## src/rtl/xmtr_pkg.sv

```systemverilog
// Shared link definitions for the serial transmitter: header value, packet
// length, FSM state encodings and the packet assembly helper.
package xmtr_pkg;

  localparam logic [7:0]  LINK_HEAD = 8'hA5;
  localparam int unsigned PKT_LEN   = 16;
  localparam logic [2:0]  BIT_LAST  = 3'd7;

  typedef enum logic [1:0] {
    ST_IDLE = 2'd0,
    ST_HEAD = 2'd1,
    ST_BODY = 2'd2
  } xmtr_state_e;

  function automatic logic [PKT_LEN-1:0] build_packet(input logic [7:0] head,
                                                      input logic [7:0] body);
    return {head, body};
  endfunction

endpackage

```

## src/rtl/xmtr_fifo.sv

```systemverilog
// Synchronous FIFO feeding the transmitter when XMTR_FIFO_EN is defined.
// DEPTH must be a power of two; simultaneous push and pop is allowed when full.
module xmtr_fifo
  import xmtr_pkg::*;
#(
  parameter int unsigned DEPTH = 4,
  parameter int unsigned WIDTH = 8
) (
  input  logic             clock,
  input  logic             reset,
  input  logic             push,
  input  logic             pop,
  input  logic [WIDTH-1:0] din,
  output logic [WIDTH-1:0] dout,
  output logic             full,
  output logic             empty
);

  localparam int unsigned    AW        = (DEPTH > 1) ? $clog2(DEPTH) : 1;
  localparam logic [AW:0]    DEPTH_CNT = (AW+1)'(DEPTH);
  localparam logic [AW:0]    CNT_ONE   = (AW+1)'(1);
  localparam logic [AW-1:0]  PTR_ONE   = AW'(1);

  logic [WIDTH-1:0] mem_r [DEPTH];
  logic [AW-1:0]    wptr_r;
  logic [AW-1:0]    rptr_r;
  logic [AW:0]      count_r;
  logic             push_ok_s;
  logic             pop_ok_s;

  assign full      = (count_r == DEPTH_CNT);
  assign empty     = (count_r == {(AW+1){1'b0}});
  assign pop_ok_s  = pop & ~empty;
  // A push into a full FIFO is legal only when the head leaves on the same edge.
  assign push_ok_s = push & (~full | pop_ok_s);
  assign dout      = mem_r[rptr_r];

  // Storage array; contents are don't-care until written.
  always_ff @(posedge clock) begin
    if (push_ok_s) begin
      mem_r[wptr_r] <= din;
    end
  end

  // Pointer and occupancy bookkeeping.
  always_ff @(posedge clock) begin
    if (reset) begin
      wptr_r  <= {AW{1'b0}};
      rptr_r  <= {AW{1'b0}};
      count_r <= {(AW+1){1'b0}};
    end else begin
      if (push_ok_s) begin
        wptr_r <= wptr_r + PTR_ONE;
      end
      if (pop_ok_s) begin
        rptr_r <= rptr_r + PTR_ONE;
      end
      case ({push_ok_s, pop_ok_s})
        2'b10:   count_r <= count_r + CNT_ONE;
        2'b01:   count_r <= count_r - CNT_ONE;
        default: count_r <= count_r;
      endcase
    end
  end

endmodule

```

## src/rtl/xmtr.sv

```systemverilog
// Serial packet transmitter: each buffered byte goes out MSB first as {HEAD, byte}.
// Define XMTR_FIFO_EN to replace the single holding register with xmtr_fifo.
module xmtr
  import xmtr_pkg::*;
#(
  parameter logic [7:0] HEAD = LINK_HEAD
`ifdef XMTR_FIFO_EN
  , parameter int unsigned FIFO_DEPTH = 4
`endif
) (
  input  logic       clock,
  input  logic       reset,
  input  logic [7:0] data_in,
  input  logic       writing,
  output logic       data_out,
  output logic       full,
  output logic       busy,
  output logic       overrun
);

  xmtr_state_e        state_r;
  xmtr_state_e        state_nxt_s;
  logic [2:0]         cnt_r;
  logic [2:0]         cnt_nxt_s;
  logic [PKT_LEN-1:0] shift_r;
  logic [PKT_LEN-1:0] shift_nxt_s;
  logic               data_out_r;
  logic               busy_r;
  logic               overrun_r;
  logic               pop_s;
  logic               push_s;
  logic               full_s;
  logic               buf_valid_s;
  logic [7:0]         buf_data_s;

  // A write while full still lands if the buffer is emptied on the same edge.
  assign push_s = writing & (~full_s | pop_s);

`ifdef XMTR_FIFO_EN
  logic fifo_full_s;
  logic fifo_empty_s;

  xmtr_fifo #(
    .DEPTH (FIFO_DEPTH),
    .WIDTH (8)
  ) u_fifo (
    .clock (clock),
    .reset (reset),
    .push  (push_s),
    .pop   (pop_s),
    .din   (data_in),
    .dout  (buf_data_s),
    .full  (fifo_full_s),
    .empty (fifo_empty_s)
  );

  assign buf_valid_s = ~fifo_empty_s;
  assign full_s      = fifo_full_s;
`else
  logic       hold_valid_r;
  logic [7:0] hold_data_r;

  // Single-entry holding register between host and shifter.
  always_ff @(posedge clock) begin
    if (reset) begin
      hold_valid_r <= 1'b0;
      hold_data_r  <= 8'h00;
    end else if (push_s) begin
      hold_valid_r <= 1'b1;
      hold_data_r  <= data_in;
    end else if (pop_s) begin
      hold_valid_r <= 1'b0;
    end else begin
      hold_valid_r <= hold_valid_r;
    end
  end

  assign buf_valid_s = hold_valid_r;
  assign buf_data_s  = hold_data_r;
  assign full_s      = hold_valid_r;
`endif

  assign full     = full_s;
  assign data_out = data_out_r;
  assign busy     = busy_r;
  assign overrun  = overrun_r;

  // Next-state, counter and shifter update; pop_s marks the buffer-to-shifter move.
  always_comb begin
    state_nxt_s = state_r;
    cnt_nxt_s   = cnt_r;
    shift_nxt_s = shift_r;
    pop_s       = 1'b0;
    case (state_r)
      ST_IDLE: begin
        if (buf_valid_s) begin
          pop_s       = 1'b1;
          state_nxt_s = ST_HEAD;
          cnt_nxt_s   = BIT_LAST;
          shift_nxt_s = build_packet(HEAD, buf_data_s);
        end else begin
          shift_nxt_s = {PKT_LEN{1'b0}};
        end
      end
      ST_HEAD: begin
        shift_nxt_s = {shift_r[PKT_LEN-2:0], 1'b0};
        if (cnt_r == 3'd0) begin
          state_nxt_s = ST_BODY;
          cnt_nxt_s   = BIT_LAST;
        end else begin
          cnt_nxt_s = cnt_r - 3'd1;
        end
      end
      ST_BODY: begin
        if (cnt_r != 3'd0) begin
          shift_nxt_s = {shift_r[PKT_LEN-2:0], 1'b0};
          cnt_nxt_s   = cnt_r - 3'd1;
        end else if (buf_valid_s) begin
          // Chain the next packet straight onto the last body bit.
          pop_s       = 1'b1;
          state_nxt_s = ST_HEAD;
          cnt_nxt_s   = BIT_LAST;
          shift_nxt_s = build_packet(HEAD, buf_data_s);
        end else begin
          state_nxt_s = ST_IDLE;
          shift_nxt_s = {PKT_LEN{1'b0}};
        end
      end
      default: begin
        state_nxt_s = ST_IDLE;
        cnt_nxt_s   = 3'd0;
        shift_nxt_s = {PKT_LEN{1'b0}};
      end
    endcase
  end

  // State, shifter and registered line/status outputs.
  always_ff @(posedge clock) begin
    if (reset) begin
      state_r    <= ST_IDLE;
      cnt_r      <= 3'd0;
      shift_r    <= {PKT_LEN{1'b0}};
      data_out_r <= 1'b0;
      busy_r     <= 1'b0;
      overrun_r  <= 1'b0;
    end else begin
      state_r    <= state_nxt_s;
      cnt_r      <= cnt_nxt_s;
      shift_r    <= shift_nxt_s;
      data_out_r <= (state_nxt_s != ST_IDLE) & shift_nxt_s[PKT_LEN-1];
      busy_r     <= (state_nxt_s != ST_IDLE);
      overrun_r  <= writing & full_s & ~pop_s;
    end
  end

endmodule
```

## config.mk

```make
export PLATFORM = sky130hd
export DESIGN_NAME = xmtr
export DESIGN_NICKNAME = d
export VERILOG_FILES = /design/src/rtl/xmtr_pkg.sv /design/src/rtl/xmtr_fifo.sv /design/src/rtl/xmtr.sv
export SDC_FILE = /design/constraint.sdc
export NUM_CORES = 1
export LEC_CHECK = 0
export BUFFER_PORTS_ARGS = -buffer_cell sky130_fd_sc_hd__buf_2
export CAP_MARGIN = 20
export CORE_AREA = 4 4 59 61
export CTS_CLUSTER_DIAMETER = 40
export DETAILED_ROUTE_END_ITERATION = 12
export DIE_AREA = 0 0 63 65
export GPL_TIMING_DRIVEN = 0
export PLACE_DENSITY = 0.7
export RECOVER_POWER = 100
export SLEW_MARGIN = 20
export SYNTH_ARGS = -nofsm -noshare
export SYNTH_HDL_FRONTEND = slang
export SYNTH_HIERARCHICAL = 1
export SYNTH_SLANG_ARGS = --single-unit
```

## constraint.sdc

```tcl
create_clock -name clock -period 3 [get_ports clock]
set_input_delay 0 -clock clock [delete_from_list [all_inputs] [get_ports clock]]
set_output_delay 0 -clock clock [all_outputs]
set_load 0.01 [all_outputs]
```

==> impl_results.md, run 1 <==
- Status: completed
- EDFF count, synth: 0
- Post-Synthesis Net Count: 180
- Worst setup path endpoint: buf_data_s[7]
- Beginning of the worst register-to-register path: cnt_r[0]
- Via count: 1369
- Main area contributors after synthesis: sky130_fd_sc_hd__dfxtp_1 (41%), sky130_fd_sc_hd__nand2b_1 (11%), sky130_fd_sc_hd__mux2i_1 (5.8%)
- Setup slack on the worst flop-to-flop path: 0.97 ns
- Final routed wirelength across all metal layers: 3.49 mm
- Class of the tightest hold or removal check: primary input to flip-flop
- Most repeated cell in the gate-level netlist after synthesis: sky130_fd_sc_hd__dfxtp_1
- Worst setup path class: flip-flop to flip-flop
- Final non-filler cell area: 0.00177 mm^2
- Clock sink count: 32
- Gate Count Post-Synth: 167
- Maximum fanout along the worst path: 8
- Overall power: 925 uW
- Slew at the pin with the worst max-slew slack: 0.977 ns
- Final Hold Fails: 0
- Setup TNS after final layout: 0 ns
- PortBufs: 13
- Achievable frequency: 492 MHz
- Total placed instance area: 0.00166 mm^2
- Post-detailed-placement half-perimeter wirelength: 2.37 mm
- Combined global-route utilization of all metal layers: 18.7%
- Clock transition at path regs: 0.09 ns
- Reg2Reg Depth: 5
- Setup bufs post-CTS: 0
- Final number of max-transition violations: 0
- Final setup violation count: 0
- Die H: 65 um
- Average detailed-routed wire length per instance: 15.2 um
- Total standard cell area after synthesis: 0.00156 mm^2
- Initial Util: 52.3%
- Final net count: 209
- Max-capacitance violation count: 0
- Leak Pwr: 0.000689 uW
- CORE AREA: 0.00298 mm^2
- Multi-input logic area: 812 um^2
- Fraction of the yosys area taken by sequential cells: 41.1%
- Fraction of post-synthesis cell area in the top cell type by area: 41.1%
- Mean post-synth cell area: 9.33 um^2
- Proportion of register bits with asynchronous set or reset after synthesis: 0%
- Clock skew: 0.0110 ns
- RD Place Congestion: 0.782
- Req. time, crit path: 3.26 ns
- Maximum number of pins on one net before global-route repair: 11
- TritonCTS clock tree: done
- Total congestion overflow after global routing: 0
- Overall die area: 0.00410 mm^2
- Sequential cell area: 641 um^2
- PD cells: 523 mW/mm^2
- Floorplan die width: 63 um
- Boundary Pins: 15
- Capturing point of the worst reg2reg path: buf_data_s[7]
- Post-detailed-route via-to-cell ratio: 5.98
- Maximum level of the CTS H-tree: 2
- Number of remaining DRC errors: 0
- Filler Cells Inserted: 275
- Antenna fix cells: 0
- Max transition margin: 34.9%
- Buffer depth of the longest clock path: 2
- Clock buffer count from CTS: 5
- Start point of the critical path: cnt_r[0]
- Top cell types by occurrence after synthesis: sky130_fd_sc_hd__dfxtp_1 (32), sky130_fd_sc_hd__nand2b_1 (27), sky130_fd_sc_hd__a21oi_1 (16)
- Worst skew pair latency: 0.34 ns
- Top flip-flop cell by instance count after synthesis: sky130_fd_sc_hd__dfxtp_1
- Synthesis-stage register bit count: 32
- Number of design-rule violations left by the first detailed-router iteration: 71
- Number of instances resized during post-cts repair: 0
- Wire length of the first global-routing pass: 6.04 mm
- Root buffer cell: sky130_fd_sc_hd__clkbuf_4
- Residual antenna-violating net count after detailed routing: 0
- Signal arrival time at the worst endpoint: 2.30 ns
- Area growth syn-to-layout: 13.5%
- Synthesis warning total: 6
- Share of cells above drive strength 1: 12.2%
- Initial antenna violation count: 0
- RSZ-0062 raised after global routing: false
- Setup crit end kind: flip-flop
- Number of global-route vias before repair: 1364
- Critical path launch point type: flip-flop
- Number of search-and-repair iterations in the first detailed-routing pass: 4
- Part of the cycle the worst path needs: 67.8%
- Number of distinct library cells after synthesis: 33
- Cell type with the highest aggregate area in the netlist: sky130_fd_sc_hd__dfxtp_1
- Period minus WS final: 2.03 ns
- Cell Rows: 20
- Max rail drop VDD: 0.260 mV
[critical path: stages, from the launching register on]
cell                       delay (ns)
sky130_fd_sc_hd__dfxtp_1         0.34
sky130_fd_sc_hd__inv_1           0.08
sky130_fd_sc_hd__ha_1            0.21
sky130_fd_sc_hd__nand2b_1        0.18
sky130_fd_sc_hd__a221oi_2        0.86
sky130_fd_sc_hd__mux2i_1         0.29
[cells in the final DEF, fill, tap and decap left out, types with 2 or more instances in the layout]
cell / n
sky130_fd_sc_hd__buf_2: 14
sky130_fd_sc_hd__nor4_1: 2
sky130_fd_sc_hd__nand2b_1: 28
sky130_fd_sc_hd__clkbuf_4: 5
sky130_fd_sc_hd__nand2_1: 3
sky130_fd_sc_hd__nor2b_1: 2
sky130_fd_sc_hd__a21oi_1: 16
sky130_fd_sc_hd__mux2i_1: 9
sky130_fd_sc_hd__nand3b_1: 5
sky130_fd_sc_hd__o311ai_0: 4
sky130_fd_sc_hd__inv_1: 4
sky130_fd_sc_hd__clkbuf_1: 15
sky130_fd_sc_hd__a32oi_1: 7
sky130_fd_sc_hd__o22ai_1: 8
sky130_fd_sc_hd__nor2_1: 6
sky130_fd_sc_hd__dlygate4sd3_1: 9
sky130_fd_sc_hd__and3b_1: 8
sky130_fd_sc_hd__nor3_1: 2
sky130_fd_sc_hd__dfxtp_1: 32
sky130_fd_sc_hd__ha_1: 2
sky130_fd_sc_hd__a211oi_1: 2
[area by class of cell]
cell class	instances	area share, %
multi-input combinational	116	45.9
sequential	32	36.2
timing repair buffer	22	8.49
buffer	15	3.54
clock buffer	6	2.34
tap	33	2.34
inverter	4	0.849
clock inverter	1	0.283
[sequential cells by signal, indices dropped and copies added (netlist names)]
signal / flops
buf_data_s: 8
busy: 1
cnt_r: 3
data_out: 1
full: 1
overrun: 1
shift_r: 15
state_r: 2
[per-stage QoR]
step                setup WS [ns]  cells  hold WS (ns)  util [%]
floorplan                    1.56    167         0.155         -
global route                0.783    229        0.0805      59.4
CTS                          1.25    229        0.0538      60.5
finish                      0.966    229        0.0505      59.4
detailed placement           1.28    213         0.266      55.9
global placement             1.40    213         0.259      55.9
[metal layers]
metal | routed length (um) | up-vias | track usage, %
met5 | 0 | - | 0
met4 | 68 | 0 | 9.09
met3 | 177 | 8 | 4.51
met2 | 1750 | 37 | 32.7
met1 | 1490 | 665 | 21.3
li1 | - | 659 | -
[what timing repair did]
item | 4_1_cts | 5_1_grt
setup endpoints to repair | 0 | 0
endpoints found under the hold margin | 9 | 0
hold buffers | 9 | 0
[worst min path at each step]
stage / cells past startpoint / to / startpoint
after floorplan: 2 / buf_data_s[0] / data_in[0]
after global placement: 3 / buf_data_s[1] / data_in[1]
after detailed placement: 3 / buf_data_s[1] / data_in[1]
after CTS: 3 / buf_data_s[3] / reset
after global routing: 3 / buf_data_s[1] / reset
final: 2 / state_r[1] / reset
[where the power goes]
| group | total, uW | internal, uW | switching, uW |
|---|---|---|---|
| sequential | 477 | 455 | 22.1 |
| clock | 228 | 86.1 | 142 |
| combinational | 220 | 91.8 | 128 |
| total | 925 | 633 | 292 |
[logic make-up after synthesis]
kind of cell | synth area share (%)
AND/OR/NAND/NOR | 25.5
AO/OA/AOI/OAI | 19.8
flip-flops | 41.1
buffers and inverters | 5.54
multiplexers | 6.51
adder cells (fa/ha/maj) | 1.61
No activity file was read; power rests on OpenSTA's default activity.
==> inputs of run 2 (changes only) <==
--- a/config.mk
+++ b/config.mk
@@ -7,12 +7,12 @@
 export LEC_CHECK = 0
 export BUFFER_PORTS_ARGS = -buffer_cell sky130_fd_sc_hd__buf_2
 export CAP_MARGIN = 20
-export CORE_AREA = 4 4 59 61
+export CORE_AREA = 4 4 60 62
 export CTS_CLUSTER_DIAMETER = 40
 export DETAILED_ROUTE_END_ITERATION = 12
-export DIE_AREA = 0 0 63 65
+export DIE_AREA = 0 0 64 66
 export GPL_TIMING_DRIVEN = 0
-export PLACE_DENSITY = 0.7
+export PLACE_DENSITY = 0.71
 export RECOVER_POWER = 100
 export SLEW_MARGIN = 20
 export SYNTH_ARGS = -nofsm -noshare
==> constraint.sdc (replaced) <==
create_clock -name clock -period 1.7 [get_ports clock]
set_input_delay 0 -clock clock [delete_from_list [all_inputs] [get_ports clock]]
set_output_delay 0 -clock clock [all_outputs]
set_load 0.01 [all_outputs]
==> run 2 against run 1 <==
  * The run now ends with hold timing left
  * Critical path depth is 1 higher
  * Final cell count increased by 5.2%
  * Critical endpoint is now buf_data_s[6]
  * Fmax is 33% higher
  * Largest cell class unchanged
  * Clock skew fell by 0.0058 ns
  * First-iteration DRC count up 8.5%
  * Routed wire length decreased by 3.9%
  * Die area up 3.2%
  * Hold slack worse by 0.093 ns
==> impl_results.md, run 2 (same netlist as run 1, synthesis figures left out) <==
- Clock transition at path regs: 0.09 ns
- Floorplan die width: 64 um
- Final setup violation count: 0
- Worst hold path stage count: 3
- Maximum number of pins on one net before global-route repair: 11
- Max rail drop VDD: 0.541 mV
- Leak Pwr: 0.000710 uW
- Status: finished with violations
- Part of the cycle the worst path needs: 89.7%
- Final Hold Fails: 2
- Reg2Reg Depth: 6
- Number of search-and-repair iterations in the first detailed-routing pass: 4
- Initial antenna violation count: 0
- Worst Hold End: overrun
- RD Place Congestion: 0.762
- Max-capacitance violation count: 0
- Number of remaining DRC errors: 0
- Signal arrival time at the worst endpoint: 1.79 ns
- Clock sink count: 32
- Period minus WS final: 1.52 ns
- Achievable frequency: 656 MHz
- Post-detailed-placement half-perimeter wirelength: 2.32 mm
- Final Core Density: 60.2%
- RSZ-0062 raised after global routing: false
- Initial Util: 51.4%
- Overall die area: 0.00422 mm^2
- Buffer depth of the longest clock path: 2
- Via count: 1329
- Capturing point of the worst reg2reg path: buf_data_s[6]
- Failing checks: hold timing
- CORE AREA: 0.00303 mm^2
- Die H: 66 um
- Combined global-route utilization of all metal layers: 17.8%
- Final number of max-transition violations: 0
- Max FFs per register: 15
- Setup TNS after final layout: 0 ns
- Register with the most flip-flops: shift_r
- Total congestion overflow after global routing: 0
- Critical path launch point type: flip-flop
- Antenna fix cells: 0
- Hold wc startpoint: writing
- PortBufs: 13
- Cell Rows: 20
- Worst skew pair latency: 0.34 ns
- Clock buffer count from CTS: 5
- Most common library cell in the layout ignoring fill and taps: sky130_fd_sc_hd__dfxtp_1
- Max transition margin: 69.1%
- Number of design-rule violations left by the first detailed-router iteration: 77
- Clock skew: 0.00524 ns
- Post-Route Hold Slack: -0.0424 ns
- Average detailed-routed wire length per instance: 13.9 um
- Worst setup path class: flip-flop to flip-flop
- Slew at the pin with the worst max-slew slack: 0.462 ns
- Area growth syn-to-layout: 17.0%
- Share of cells above drive strength 1: 14.7%
- Number of global-route vias before repair: 1299
- Setup crit end kind: flip-flop
- Top library cells by usage in the layout, fill and taps aside: sky130_fd_sc_hd__dfxtp_1 (32), sky130_fd_sc_hd__nand2b_1 (27), sky130_fd_sc_hd__a21oi_1 (16)
- Boundary Pins: 15
- Setup slack on the worst flop-to-flop path: 0.18 ns
- Residual antenna-violating net count after detailed routing: 0
- PD cells: 937 mW/mm^2
- TritonCTS clock tree: done
- Post-detailed-route via-to-cell ratio: 5.51
- Maximum fanout along the worst path: 8
- Class of the tightest hold or removal check: primary input to flip-flop
- Final routed wirelength across all metal layers: 3.35 mm
- Wire length of the first global-routing pass: 5.79 mm
- Final net count: 209
- Req. time, crit path: 1.97 ns
- Maximum level of the CTS H-tree: 2
- Beginning of the worst register-to-register path: cnt_r[0]
- Root buffer cell: sky130_fd_sc_hd__clkbuf_4
==> run 2: through the flow <==
stage / hold slack [ns] / cells / instance area [um^2] / total power, uW / setup slack [ns]
after floorplan: 0.155 / 167 / 1560 / 1150 / 0.264
after global placement: 0.260 / 224 / 1680 / 1240 / 0.0836
after detailed placement: 0.271 / 224 / 1680 / 1260 / 0.0460
after CTS: 0.00388 / 240 / 1820 / 1710 / 0.0267
after global routing: -0.0157 / 241 / 1820 / 1820 / 0.0481
final: -0.0424 / 241 / 1820 / 1710 / 0.176
==> run 2: critical path, stage by stage, from the launching register on <==
cell                       delay (ns)
sky130_fd_sc_hd__dfxtp_1         0.34
sky130_fd_sc_hd__inv_1           0.08
sky130_fd_sc_hd__ha_1            0.26
sky130_fd_sc_hd__nand2b_4        0.10
sky130_fd_sc_hd__a221oi_2        0.32
sky130_fd_sc_hd__buf_12          0.18
sky130_fd_sc_hd__mux2i_1         0.18
==> run 2: cell type report <==
class | instances | area (um^2)
Fill cell | 272 | 1200
Multi-Input combinational cell | 116 | 822
Sequential cell | 32 | 641
Timing Repair Buffer | 22 | 160
Buffer | 15 | 71.3
Clock buffer | 8 | 58.8
Tap cell | 44 | 55.1
Inverter | 4 | 15.0
==> run 2: worst max-delay path by stage <==
stage / startpoint / endpoint / cells past startpoint
floorplan: cnt_r[0] / buf_data_s[0] / 5
global placement: cnt_r[0] / buf_data_s[0] / 5
detailed placement: cnt_r[0] / buf_data_s[7] / 5
CTS: cnt_r[0] / buf_data_s[6] / 5
global route: cnt_r[1] / shift_r[9] / 6
finish: cnt_r[0] / buf_data_s[6] / 6
==> run 2: where the power goes <==
part	switching (uW)	internal, uW	leakage [uW]
clock network	249	204	0.0000326
logic	227	182	0.000416
registers	43.0	803	0.000262
==> run 2: per-layer routing <==
metal | GRT usage [%] | vias up | routed length [um]
met2 | 29.0 | 32 | 1640
met1 | 21.4 | 631 | 1470
li1 | - | 660 | -
met5 | 0 | - | 0
met4 | 9.70 | 0 | 54
met3 | 4.59 | 6 | 188
==> run 2: what timing repair did <==
action                                  CTS  global route
endpoints found under the setup margin    0             9
endpoints found under the hold margin     8             0
hold buffers                              8             0
resized for setup                         0             1
setup buffers                             0             1
